**config.mk**
```make
export PLATFORM = sky130hd
export DESIGN_NAME = axi_burst_sequencer
export DESIGN_NICKNAME = d
export VERILOG_FILES = /design/src/rtl/axi_burst_sequencer.sv
export SDC_FILE = /design/constraint.sdc
export NUM_CORES = 1
export LEC_CHECK = 0
export ABC_AREA = 1
export CORE_AREA = 2 2 127 129
export CTS_CLUSTER_DIAMETER = 80
export DETAILED_ROUTE_END_ITERATION = 8
export DIE_AREA = 0 0 129 131
export HOLD_SLACK_MARGIN = 0.03
export PLACE_DENSITY_LB_ADDON = 0.15
export SYNTH_ARGS = -nofsm -noshare
export SYNTH_HDL_FRONTEND = slang
export SYNTH_SLANG_ARGS = --single-unit
export TNS_END_PERCENT = 30
```
**constraint.sdc**
```tcl
create_clock -name clk -period 2.08 [get_ports clk]
set_clock_uncertainty 0.1 [all_clocks]
set_input_delay 0.208 -clock clk [delete_from_list [all_inputs] [get_ports clk]]
set_output_delay 0.208 -clock clk [all_outputs]
set_load 0.02 [all_outputs]
```
**src/rtl/axi_burst_sequencer.sv**
```systemverilog
// axi_burst_sequencer: turns one-at-a-time L2 memory requests into AXI4 AR/AW/W/B phases on a 32-bit master port.
// Latency: request to arvalid/awvalid is 1 cycle; the R channel is a zero-latency passthrough to rd_*.
// Backpressure: req_ready pulses on the AR/AW handshake; reads stall at MAX_READS outstanding, writes wait for all reads to drain.
// Ports: clk/rst; req_* request in (valid/ready); wr_* write beats in; rd_* read beats out;
//        axi_ar*/axi_aw*/axi_w* master outputs with their ready inputs; axi_b*/axi_r* response inputs.
module axi_burst_sequencer #(
  parameter int MAX_READS = 4,
  parameter int ID_W      = 6
) (
  input  logic            clk,
  input  logic            rst,
  // request port from the L2 arbiter
  input  logic            req_valid,
  output logic            req_ready,
  input  logic [29:0]     req_addr,
  input  logic            req_rnw,
  input  logic [4:0]      req_len,
  input  logic [ID_W-1:0] req_id,
  // write beats
  input  logic            wr_valid,
  output logic            wr_ready,
  input  logic [31:0]     wr_data,
  input  logic [3:0]      wr_be,
  // read beats
  output logic            rd_valid,
  input  logic            rd_ready,
  output logic [31:0]     rd_data,
  output logic [ID_W-1:0] rd_id,
  output logic            rd_last,
  // AXI read address
  output logic [31:0]     axi_araddr,
  output logic [7:0]      axi_arlen,
  output logic [2:0]      axi_arsize,
  output logic [1:0]      axi_arburst,
  output logic [3:0]      axi_arcache,
  output logic [ID_W-1:0] axi_arid,
  output logic            axi_arvalid,
  input  logic            axi_arready,
  // AXI write address
  output logic [31:0]     axi_awaddr,
  output logic [7:0]      axi_awlen,
  output logic [2:0]      axi_awsize,
  output logic [1:0]      axi_awburst,
  output logic [3:0]      axi_awcache,
  output logic [ID_W-1:0] axi_awid,
  output logic            axi_awvalid,
  input  logic            axi_awready,
  // AXI write data
  output logic [31:0]     axi_wdata,
  output logic [3:0]      axi_wstrb,
  output logic            axi_wlast,
  output logic            axi_wvalid,
  input  logic            axi_wready,
  // AXI write response
  input  logic            axi_bvalid,
  input  logic [1:0]      axi_bresp,
  input  logic [ID_W-1:0] axi_bid,
  output logic            axi_bready,
  // AXI read data
  input  logic            axi_rvalid,
  input  logic [31:0]     axi_rdata,
  input  logic [ID_W-1:0] axi_rid,
  input  logic            axi_rlast,
  input  logic [1:0]      axi_rresp,
  output logic            axi_rready
);

  typedef enum logic [2:0] {IDLE, RD_ADDR, WR_ADDR, WR_DATA, WR_RESP} state_t;

  state_t          state;
  logic [29:0]     ar_addr;
  logic [4:0]      ar_len;
  logic [ID_W-1:0] ar_id;
  logic [29:0]     aw_addr;
  logic [4:0]      aw_len;
  logic [ID_W-1:0] aw_id;
  logic            arvalid_q;
  logic            awvalid_q;
  logic            bready_q;
  logic [3:0]      read_count;
  logic [4:0]      beat_count;

  logic in_wdata;
  logic ar_hs;
  logic r_last_hs;
  logic w_hs;
  logic last_beat;

  // Write response code and id are not needed: one write is in flight at a time.
  logic unused_resp;
  assign unused_resp = ^{axi_bresp, axi_bid, axi_rresp};

  assign in_wdata  = (state == WR_DATA);
  assign ar_hs     = arvalid_q & axi_arready;
  assign r_last_hs = axi_rvalid & rd_ready & axi_rlast;
  assign w_hs      = in_wdata & wr_valid & axi_wready;
  assign last_beat = (beat_count == aw_len);

  // The request is consumed exactly when its address phase is accepted.
  assign req_ready = ((state == RD_ADDR) & axi_arready) | ((state == WR_ADDR) & axi_awready);

  assign axi_araddr  = {ar_addr, 2'b00};
  assign axi_arlen   = {3'b000, ar_len};
  assign axi_arsize  = 3'b010;
  assign axi_arburst = 2'b01;
  assign axi_arcache = 4'b0011;
  assign axi_arid    = ar_id;
  assign axi_arvalid = arvalid_q;

  assign axi_awaddr  = {aw_addr, 2'b00};
  assign axi_awlen   = {3'b000, aw_len};
  assign axi_awsize  = 3'b010;
  assign axi_awburst = 2'b01;
  assign axi_awcache = 4'b0011;
  assign axi_awid    = aw_id;
  assign axi_awvalid = awvalid_q;

  // W beats pass straight through, gated so nothing leaks outside the data phase.
  assign axi_wdata  = wr_data;
  assign axi_wstrb  = wr_be;
  assign axi_wvalid = wr_valid & in_wdata;
  assign axi_wlast  = in_wdata & last_beat;
  assign wr_ready   = axi_wready & in_wdata;

  assign axi_bready = bready_q;

  assign rd_valid   = axi_rvalid;
  assign rd_data    = axi_rdata;
  assign rd_id      = axi_rid;
  assign rd_last    = axi_rlast;
  assign axi_rready = rd_ready;

  always_ff @(posedge clk) begin
    if (rst) begin
      state      <= IDLE;
      ar_addr    <= '0;
      ar_len     <= '0;
      ar_id      <= '0;
      aw_addr    <= '0;
      aw_len     <= '0;
      aw_id      <= '0;
      arvalid_q  <= 1'b0;
      awvalid_q  <= 1'b0;
      bready_q   <= 1'b0;
      read_count <= '0;
      beat_count <= '0;
    end else begin
      case (state)
        IDLE: begin
          // Head-of-line blocking: a stalled request is never bypassed.
          if (req_valid && req_rnw && (read_count < 4'(MAX_READS))) begin
            ar_addr   <= req_addr;
            ar_len    <= req_len;
            ar_id     <= req_id;
            arvalid_q <= 1'b1;
            state     <= RD_ADDR;
          end else if (req_valid && !req_rnw && (read_count == 4'd0)) begin
            aw_addr    <= req_addr;
            aw_len     <= req_len;
            aw_id      <= req_id;
            beat_count <= '0;
            awvalid_q  <= 1'b1;
            state      <= WR_ADDR;
          end
        end
        RD_ADDR: begin
          if (axi_arready) begin
            arvalid_q <= 1'b0;
            state     <= IDLE;
          end
        end
        WR_ADDR: begin
          if (axi_awready) begin
            awvalid_q <= 1'b0;
            state     <= WR_DATA;
          end
        end
        WR_DATA: begin
          if (w_hs) begin
            beat_count <= beat_count + 5'd1;
            if (last_beat) begin
              bready_q <= 1'b1;
              state    <= WR_RESP;
            end
          end
        end
        WR_RESP: begin
          if (axi_bvalid) begin
            bready_q <= 1'b0;
            state    <= IDLE;
          end
        end
        default: state <= IDLE;
      endcase

      // Issue and retire may coincide; the count only moves on one of them alone.
      if (ar_hs && !r_last_hs) begin
        read_count <= read_count + 4'd1;
      end else if (!ar_hs && r_last_hs && (read_count != 4'd0)) begin
        read_count <= read_count - 4'd1;
      end
    end
  end

endmodule

```
**After elaboration in Yosys (flattened, before gate mapping)**

Index checks and enable logic that the tools add are counted.

- Flip-flop bits (word level): 97
- Input bits: 137

- Add/subtract/negate cells: 3
- $lt $le $gt $ge: 1
- Eq/ne operators: 14
- Mux-type cells: 25
- Bitwise operators: 11
- Reduce and logical (&&, ||, !) cells: 25

Operators by type and width:

| kind | number |
|---|---|
| $mux W3 | 7 |
| $mux W5 | 3 |
| $pmux W3 S5 | 1 |
| $ne A2 B2 Y1 const B | 6 |
| $reduce_and A4 Y1 | 3 |
| $pmux W5 S2 | 1 |
| $reduce_bool A2 Y1 | 5 |
| $and A1 B1 Y1 | 9 |
| $mux W1 | 8 |
| $mux W4 | 2 |
| $logic_and A1 B1 Y1 | 7 |
| $eq A3 B2 Y1 const B | 2 |
| $pmux W1 S2 | 3 |
| $reduce_and A3 Y1 | 2 |
| $reduce_and A6 Y1 | 1 |
| $add A5 B1 Y5 const B | 1 |
| $eq A5 B5 Y1 | 1 |
| $add A4 B1 Y4 const B | 1 |
| $logic_not A4 Y1 | 1 |
| $lt A4 B3 Y1 const B | 1 |
| $ne A2 B1 Y1 const B | 2 |
| $reduce_bool A4 Y1 | 1 |
| $sub A4 B1 Y4 const B | 1 |
| $eq A3 B1 Y1 const B | 1 |
| 7 further kinds | 9 |

**Depth between registers and ports, before layout**

Gate-level depths: netlist of run 1.

- Word-level depth: 6
- Depth in mapped cells: 12
- Gate-level depth less buffers: 12

**Worst setup path after synthesis of run 1**

OpenSTA, ideal clock, no wires.

- Path kind: register to register
- From: register arvalid_q (netlist: axi_arvalid)
- To: register read_count[3]
- Setup time: 113 ps
- Arrival time: 1600 ps
- Required time: 1867 ps
- Slack: 267 ps
- Cell stages (with the launch flop): 11
- Path buffers: 0
- Cell sequence: dfxtp_1 -> nand3_1 -> ha_1 -> nand2_1 -> inv_1 -> o21ai_0 -> nand2_1 -> nand2_1 -> nand3_1 -> nor2_1 -> nor2_1

- Longest elaborated chain between the ends: 5
- Elaborated cells between the ends (all ways): 7
- Those cells by class: mux (1); bitwise (1); reduce/logical (5)

Ends and longest elaborated chain:

| what | line | source |
|---|---|---|
| start, declared | 77 | `logic arvalid_q;` |
| start signal, assigned | 142 | `arvalid_q <= 1'b0;` |
| start signal, assigned | 155 | `arvalid_q <= 1'b1;` |
| start signal, assigned | 168 | `arvalid_q <= 1'b0;` |
| $and A1 B1 Y1 (*) | 94 | `assign ar_hs = arvalid_q & axi_arready;` |
| $logic_not A1 Y1 | 199 | `end else if (!ar_hs && r_last_hs && (read_count != 4'd0)) begin` |
| $logic_and A1 B1 Y1 (2 in a row) | 199 |  |
| $reduce_bool A2 Y1 (no line) | n/a |  |
| end signal, assigned | 198 | `read_count <= read_count + 4'd1;` |
| end signal, assigned | 200 | `read_count <= read_count - 4'd1;` |
| end, declared | 80 | `logic [3:0] read_count;` |

Mark *: on every way between the ends. The rest lies on a longest branch, timed or not.
A chain may end at the register's enable or synchronous reset.

**Final worst setup path of run 1**

- From: register state[0]
- To: output port req_ready

- Longest elaborated chain between the ends: 3
- Elaborated cells between the ends (all ways): 5
- Those cells by class: eq/ne (2); bitwise (3)

Ends and longest elaborated chain:

| what | line | source |
|---|---|---|
| start, declared | 70 | `state_t state;` |
| start signal, assigned | 135 | `state <= IDLE;` |
| start signal, assigned | 156 | `state <= RD_ADDR;` |
| start signal, assigned | 163 | `state <= WR_ADDR;` |
| $eq A3 B1 Y1 or $eq A3 B2 Y1 (tied branches) | 100 | `assign req_ready = ((state == RD_ADDR) & axi_arready) \| ((state == WR_ADDR) & axi_awready);` |
| $and A1 B1 Y1 | 100 |  |
| $or A1 B1 Y1 (*) | 100 |  |
| end, declared | 14 | `output logic req_ready,` |

Marked as above.

==> results of run 1 <==
-- through the flow --
stage | cell area, sq um | std cells
floorplan | 4820 | 642
global placement | 5720 | 884
detailed placement | 5720 | 884
CTS | 6020 | 900
global route | 6030 | 900
finish | 6030 | 900
-- power groups by stage --
stage | clock network, uW | registers, uW | logic [uW]
after floorplan | 0 | 2730 | 1410
after global placement | 0 | 2390 | 2510
after detailed placement | 0 | 2400 | 2520
after CTS | 1780 | 2360 | 2520
after global routing | 1870 | 2400 | 2720
final | 1730 | 2360 | 2480
-- final timing paths --
path,startpoint,to,slack [ps],cells after the start
worst min register to register,aw_addr[17]$_SDFFE_PP0P_,aw_addr[17]$_SDFFE_PP0P_,360,2
worst min-delay path,rst,axi_arid[2]$_SDFFE_PP0P_,100,4
worst max-delay path,state[0]$_SDFFE_PP0P_,req_ready,60,4
worst max register to register,state[0]$_SDFFE_PP0P_,axi_awid[5]$_SDFFE_PP0P_,340,5
-- layout make-up --
type	instances	area share [%]
clock buffer	13	4.32
clock inverter	3	0.789
inverter	27	1.68
multi-input combinational	382	29.8
sequential	97	32.2
tap	216	4.49
timing repair buffer	162	26.7
-- kinds of logic (layout without fill, tap and decap cells) --
logic type | count (synthesis) | count (layout) | share of synthesized area, %
and+or+nand+nor | 239 | 239 | 22.2
other | 2 | 28 | 0.159
DFF | 97 | 97 | 41.1
xor gates and xnor gates | 4 | 4 | 0.742
buffers and inverters | 163 | 205 | 23.2
AOI/OAI and AO/OA | 107 | 107 | 11.4
adders and majority gates | 4 | 4 | 1.22
-- registers in the layout, summed over array words and instances (netlist names), 4 cells and up --
name,cells
aw_len,5
aw_addr,30
beat_count,5
ar_len,5
read_count,4
axi_arid,6
axi_awid,6
ar_addr,30
-- per-layer routing --
layer,up-vias,share of wire [%],routed length [um]
met5,-,0,0
met4,0,2.2,303
met3,22,9.4,1280
met2,167,49,6680
met1,1816,39,5340
li1,1967,-,-
-- cell usage after synthesis --
cell / n
a21oi_1: 52
buf_2: 4
buf_4: 110
buf_6: 8
clkbuf_1: 10
clkbuf_2: 4
conb_1: 2
dfxtp_1: 97
fa_1: 1
ha_1: 3
inv_1: 25
inv_2: 2
nand2_1: 79
nand2_2: 1
nand2_4: 2
nand3_1: 46
nand3_2: 1
nand3_4: 1
nand3b_1: 1
nand4_2: 1
nor2_1: 100
nor2_2: 1
nor2_4: 1
nor3_1: 2
nor3_2: 2
nor4_4: 1
o21ai_0: 54
o21bai_1: 1
xnor2_1: 2
xor2_1: 2
-- critical path, cell delays in order, from the launching register on --
cell           delay (ps)
dfxtp_1               370
nor3_1                280
inv_1                  90
o21ai_0               270
dlygate4sd1_1         370
==> reports/results.md, run 1 <==
| Result | Reported | Unit |
|:---|:---|:---|
| Outcome | complete, no violations | - |
| Pleak | 0.00244 | uW |
| Post_cts resized | 3 | - |
| Maximum fanout along the worst path | 5 | - |
| Share of Yosys cell area claimed by the top area cell type | 41.1 | % |
| Register share of total power | 35.9 | % |
| Final hold violations | 0 | - |
| Fillers | 1606 | - |
| Total vias in the final route | 3972 | - |
| IR Drop Worst-Case VDD | 0.385 | mV |
| First-pass GRT wire length | 20600 | um |
| Switching power | 2390 | uW |
| Initial cell density of the core | 30.3 | % |
| Initial antenna violation count | 0 | - |
| Warning count from the yosys run | 0 | - |
| Worst slack after detailed placement | -61.6 | ps |
| Kind of capture point of the worst setup path | output port | - |
| Mean Syn Cell Area | 7.67 | sq um |
| Register clock-pin slew on the reported worst setup and hold paths | 70 | ps |
| Path type of the worst min-delay path | in2reg | - |
| Average wire per standard cell | 15.1 | um |
| Row cnt | 46 | - |
| Cell type with the highest aggregate area in the netlist | dfxtp_1 | - |
| Endpoint required time on the critical path | 1770 | ps |
| Number of standard cells after synthesis | 616 | - |
| Setup fix buffers added after clock tree synthesis | 0 | - |
| Total detailed-routing wirelength | 13600 | um |
| Commonest cells after routing, fill and taps aside | clkdlybuf4s50_1, nor2_1, dfxtp_1, nand2_1, o21ai_0 | - |
| H-tree depth | 3 | - |
| Fin worst setup slack | 64.1 | ps |
| Type of element launching the critical path | register | - |
| Die H | 131 | um |
| Share of power burned in combinational logic | 37.8 | % |
| Seq/Total Area, Yosys | 41.1 | % |
| Critical path data arrival time | 1710 | ps |
| TritonCTS Buffers | 9 | - |
| Period minus WS final | 2020 | ps |
| Top-level I/O count | 331 | - |
| Final net count | 820 | - |
| Total track usage | 15.9 | % |
| Unrepaired setup endpoints after global routing | false | - |
| Vias/cell | 4.41 | - |
| Clock insertion delay at the later pin of the skew report | 340 | ps |
| Routing usage on met2 | 27.9 | % |
| Setup tns final | 0 | ps |
| Final setup violating endpoints | 0 | - |
| Storage element area | 1940 | sq um |
| Fraction of met3 tracks used by global routing | 5.99 | % |
| Post-synth design cell area | 4720 | sq um |
| Area of the placeable core | 15600 | sq um |
| Drt pass-1 iters | 4 | - |
| Sum of internal, switching and leakage power | 6560 | uW |
| Highest-utilization routing layer at the global route stage | met2 | - |
| Largest net degree at the start of global routing | 43 | - |
| Fraction of layout cells with a size suffix above 1 | 6.87 | % |
| Final antenna-violating net count | 0 | - |
| Root Buffer Master | clkbuf_16 | - |
| Pwr per Cell Area | 1090 | nW/um^2 |
| Final Wtd Congestion | 0.752 | - |
| Final critical-path share of the clock period | 96.9 | % |
| Fraction of power spent switching nets | 36.4 | % |
| Clk sink count | 97 | - |
| Max-cap violation count | 0 | - |
| Post-DP HPWL | 9680 | um |
| Violation count after the first detailed-routing iteration | 144 | - |
| Critical path class | reg2out | - |
| Most common library cell in the layout ignoring fill and taps | clkdlybuf4s50_1 | - |
| Distinct cells, synth | 30 | - |
| Footprint of the multi-input gates | 1790 | sq um |
| Clock share of power | 26.3 | % |
| Internal power contribution | 4170 | uW |
| Fin util | 38.6 | % |
| Vias in the first global route | 3803 | - |
| Maximum count of clock buffers along a single path | 2 | - |
| Remaining Overflow, GRT | 0 | - |
| Port Buffers | 144 | - |
| Diode count | 0 | - |
| GR met1 Demand/Resource | 17.2 | % |
| Hold-fix buffers at CTS | 0 | - |
| Slew Viols, Final | 0 | - |
| Final routed DRC violation total | 0 | - |
| Fmax | 0.496 | GHz |
| Worst hold slack | 103 | ps |
| Count of state elements after synthesis | 97 | - |
| Synthesis-to-finish area growth | 27.6 | % |
| Width of the die | 129 | um |
| Floorplan die area | 16900 | sq um |
| TritonCTS clock tree | yes | - |
| Synth top area cells | dfxtp_1, buf_4, nor2_1 | - |
(Power assumes the default switching activity.)
==> inputs of run 2 (changes only) <==
CELL_PAD_IN_SITES_DETAIL_PLACEMENT = 0   (was not set)
CELL_PAD_IN_SITES_GLOBAL_PLACEMENT = 2   (was not set)
CORE_AREA = not set   (was 2 2 127 129)
CORE_UTILIZATION = 17   (was not set)
DIE_AREA = not set   (was 0 0 129 131)
==> run 2 against run 1 <==
Against the previous run:
- die area is 68% higher
- sequential power hardly changed
- sequential share of layout area is 0.95 points lower
- critical path type unchanged
- highest routed layer is now met5
==> reports/results.md, run 2 (synthesis gave the netlist of run 1 again) <==
| Result | Reported | Unit | Delta |
|:---|:---|:---|:---|
| Initial antenna violation count | 1 | - | +1 |
| Period minus WS final | 1920 | ps | -95.4 ps |
| Endpoint required time on the critical path | 1770 | ps | about the same |
| Clock share of power | 25.3 | % | -1.0 points |
| Fillers | 3003 | - | +87% |
| Number of buffer and inverter instances along the worst setup path | 3 | - | +1 |
| Final hold violations | 0 | - | unchanged |
| Total vias in the final route | 3965 | - | -0.18% |
| Total track usage | 10.8 | % | -5.0 points |
| H-tree depth | 3 | - | unchanged |
| IR Drop Worst-Case VDD | 0.436 | mV | +13% |
| Final net count | 821 | - | +0.12% |
| Final antenna-violating net count | 0 | - | unchanged |
| Max-cap violation count | 0 | - | unchanged |
| Critical path data arrival time | 1610 | ps | -100 ps |
| Final setup violating endpoints | 0 | - | unchanged |
| Critical Path, Cell by Cell | inv_1 -> nor3_2 -> inv_1 -> o21ai_0 -> dlygate4sd2_1 | - |  |
| Critical path's largest stage delay | 460 | ps | +90 ps |
| Register clock-pin slew on the reported worst setup and hold paths | 80 | ps | about the same |
| Fraction of power spent switching nets | 39.2 | % | +2.7 points |
| Floorplan die area | 28400 | sq um | +68% |
| Final critical-path share of the clock period | 92.3 | % | -4.6 points |
| Unrepaired setup endpoints after global routing | false | - |  |
| Pleak | 0.00245 | uW | +0.43% |
| Register share of total power | 36.0 | % | about the same |
| Sum of internal, switching and leakage power | 6600 | uW | +0.64% |
| Worst-margin pin slew | 552 | ps |  |
| Maximum count of clock buffers along a single path | 2 | - | unchanged |
| Switching power | 2590 | uW | +8.2% |
| Vias/cell | 3.75 | - | -15% |
| Final Wtd Congestion | 0.726 | - | -3.5% |
| Setup fix buffers added after clock tree synthesis | 0 | - | unchanged |
| TritonCTS Buffers | 9 | - | unchanged |
| Worst slack after detailed placement | 39.8 | ps | +101 ps |
| Commonest cells after routing, fill and taps aside | clkdlybuf4s50_1, nor2_1, dfxtp_1, nand2_1, o21ai_0 | - |  |
| Area of the placeable core | 27100 | sq um | +74% |
| Storage element area | 1940 | sq um | about the same |
| Outcome | complete, no violations | - |  |
| Path type of the worst min-delay path | in2reg | - |  |
| Die H | 169 | um | +29% |
| Critical path class | reg2out | - |  |
| Worst hold slack | 291 | ps | +188 ps |
| Fin worst setup slack | 160 | ps | +95.4 ps |
| Share of power burned in combinational logic | 38.8 | % | +1.0 points |
| Type of element launching the critical path | register | - |  |
| Vias in the first global route | 4064 | - | +6.9% |
| Average wire per standard cell | 14.5 | um | -4.2% |
| Maximum fanout along the worst path | 5 | - | unchanged |
| Row cnt | 60 | - | +30% |
| Fmax | 0.521 | GHz | +5.0% |
| First-pass GRT wire length | 23300 | um | +13% |
| Post-DP HPWL | 10500 | um | +8.9% |
| Clk sink count | 97 | - | unchanged |
| Width of the die | 169 | um | +31% |
| Most common library cell in the layout ignoring fill and taps | clkdlybuf4s50_1 | - |  |
| Total detailed-routing wirelength | 15300 | um | +12% |
| Final routed DRC violation total | 0 | - | unchanged |
| Worst max-slew margin expressed relative to the limit | 63.2 | % |  |
| Top-level I/O count | 331 | - | unchanged |
| TritonCTS clock tree | yes | - |  |
| Pwr per Cell Area | 1060 | nW/um^2 | -2.4% |
| Cell type of the slowest stage on the worst timing path | dfxtp_1 | - |  |
| Diode count | 0 | - | unchanged |
| Synthesis-to-finish area growth | 31.6 | % |  |
| Count of placed standard cells including taps | 1041 | - | +18% |
| Largest net degree at the start of global routing | 43 | - | unchanged |
| Number of cells in the finished layout apart from fillers | 1057 | - | +17% |
| Initial cell density of the core | 17.4 | % | -13 points |
| Drt pass-1 iters | 4 | - | unchanged |
| Footprint of the multi-input gates | 1800 | sq um | +0.28% |
| Setup tns final | 0 | ps | unchanged |
| CP top delay family | buffers and inverters | - |  |
| Kind of capture point of the worst setup path | output port | - |  |
| Internal power contribution | 4020 | uW | -3.7% |
| Fraction of layout cells with a size suffix above 1 | 7.74 | % | +0.87 points |
| Critical path's most frequent cell | inv_1 | - |  |
| Violation count after the first detailed-routing iteration | 137 | - | -4.9% |
| Port Buffers | 144 | - | unchanged |
| Slew Viols, Final | 0 | - | unchanged |
| Remaining Overflow, GRT | 0 | - | unchanged |
| Root Buffer Master | clkbuf_16 | - |  |
| Clock insertion delay at the later pin of the skew report | 350 | ps | about the same |
| Largest registers | ar_addr (30), aw_addr (30) | - |  |
==> run 2: cell count changes in the layout (fill, tap and decap cells not counted), sizes merged <==
cell / delta
dlymetal6s2s: +1
bufinv: -1
dlygate4sd1: -1
buf: +1
clkinv: +4
inv: +1
clkdlybuf4s15: -1
clkbuf: -3
==> run 2: worst paths after layout <==
check / startpoint / endpoint / slack (ps) / cells after the start
setup reg to reg: state[0]$_SDFFE_PP0P_ / aw_len[4]$_SDFFE_PP0P_ / 310 / 5
setup / recovery: state[1]$_SDFFE_PP0P_ / req_ready / 160 / 5
hold / removal: rst / read_count[3]$_SDFFE_PP0P_ / 290 / 5
hold reg to reg: aw_addr[21]$_SDFFE_PP0P_ / aw_addr[21]$_SDFFE_PP0P_ / 360 / 2
==> run 2: layout make-up <==
| class | instances | area share [%] |
|---|---|---|
| clock inverter | 7 | 1.01 |
| inverter | 27 | 1.63 |
| multi-input combinational | 382 | 29.0 |
| sequential | 97 | 31.3 |
| tap | 372 | 7.49 |
| clock buffer | 9 | 3.62 |
| timing repair buffer | 163 | 26.0 |
==> run 2: per-stage QoR <==
stage / util (%) / area, sq um
6_report: 22.9 / 6210
2_1_floorplan: - / 4820
3_3_place_gp: 21.8 / 5920
3_5_place_dp: 21.8 / 5920
4_1_cts: 22.9 / 6200
5_1_grt: 22.9 / 6210
==> run 2: routing by layer <==
metal | vias to the layer above | GRT usage, % | share of wire (%)
li1 | 1976 | - | -
met1 | 1822 | 12.9 | 44
met2 | 134 | 17.3 | 46
met3 | 31 | 5.05 | 9.4
met4 | 2 | 3.12 | 1.2
met5 | - | 0 | 0.085
==> run 2: power by group through the flow <==
stage	clock network, uW	logic, uW	registers (uW)
6_report	1670	2560	2370
5_1_grt	1820	2830	2420
4_1_cts	1760	2620	2380
3_5_place_dp	0	2620	2420
3_3_place_gp	0	2600	2420
2_1_floorplan	0	1410	2730
==> run 2: worst reg2reg max path: stages, from the launching register on <==
cell and delay [ps]:
dfxtp_1 380, buf_4 190, nor3_4 220, buf_4 470, nand3_1 190, a21oi_1 160
==> run 2: what timing repair did <==
action / 4_1_cts / 5_1_grt
gates resized for setup: 2 / 7
hold buffers: 0 / 0
pin swaps: 0 / 0
endpoints found under the setup margin: 2 / 4
==> inputs of run 3 (changes only) <==
CAP_MARGIN = 10   (was not set)
==> results of run 3 <==
Final layout, timing and power as in run 2 (identical DEF).
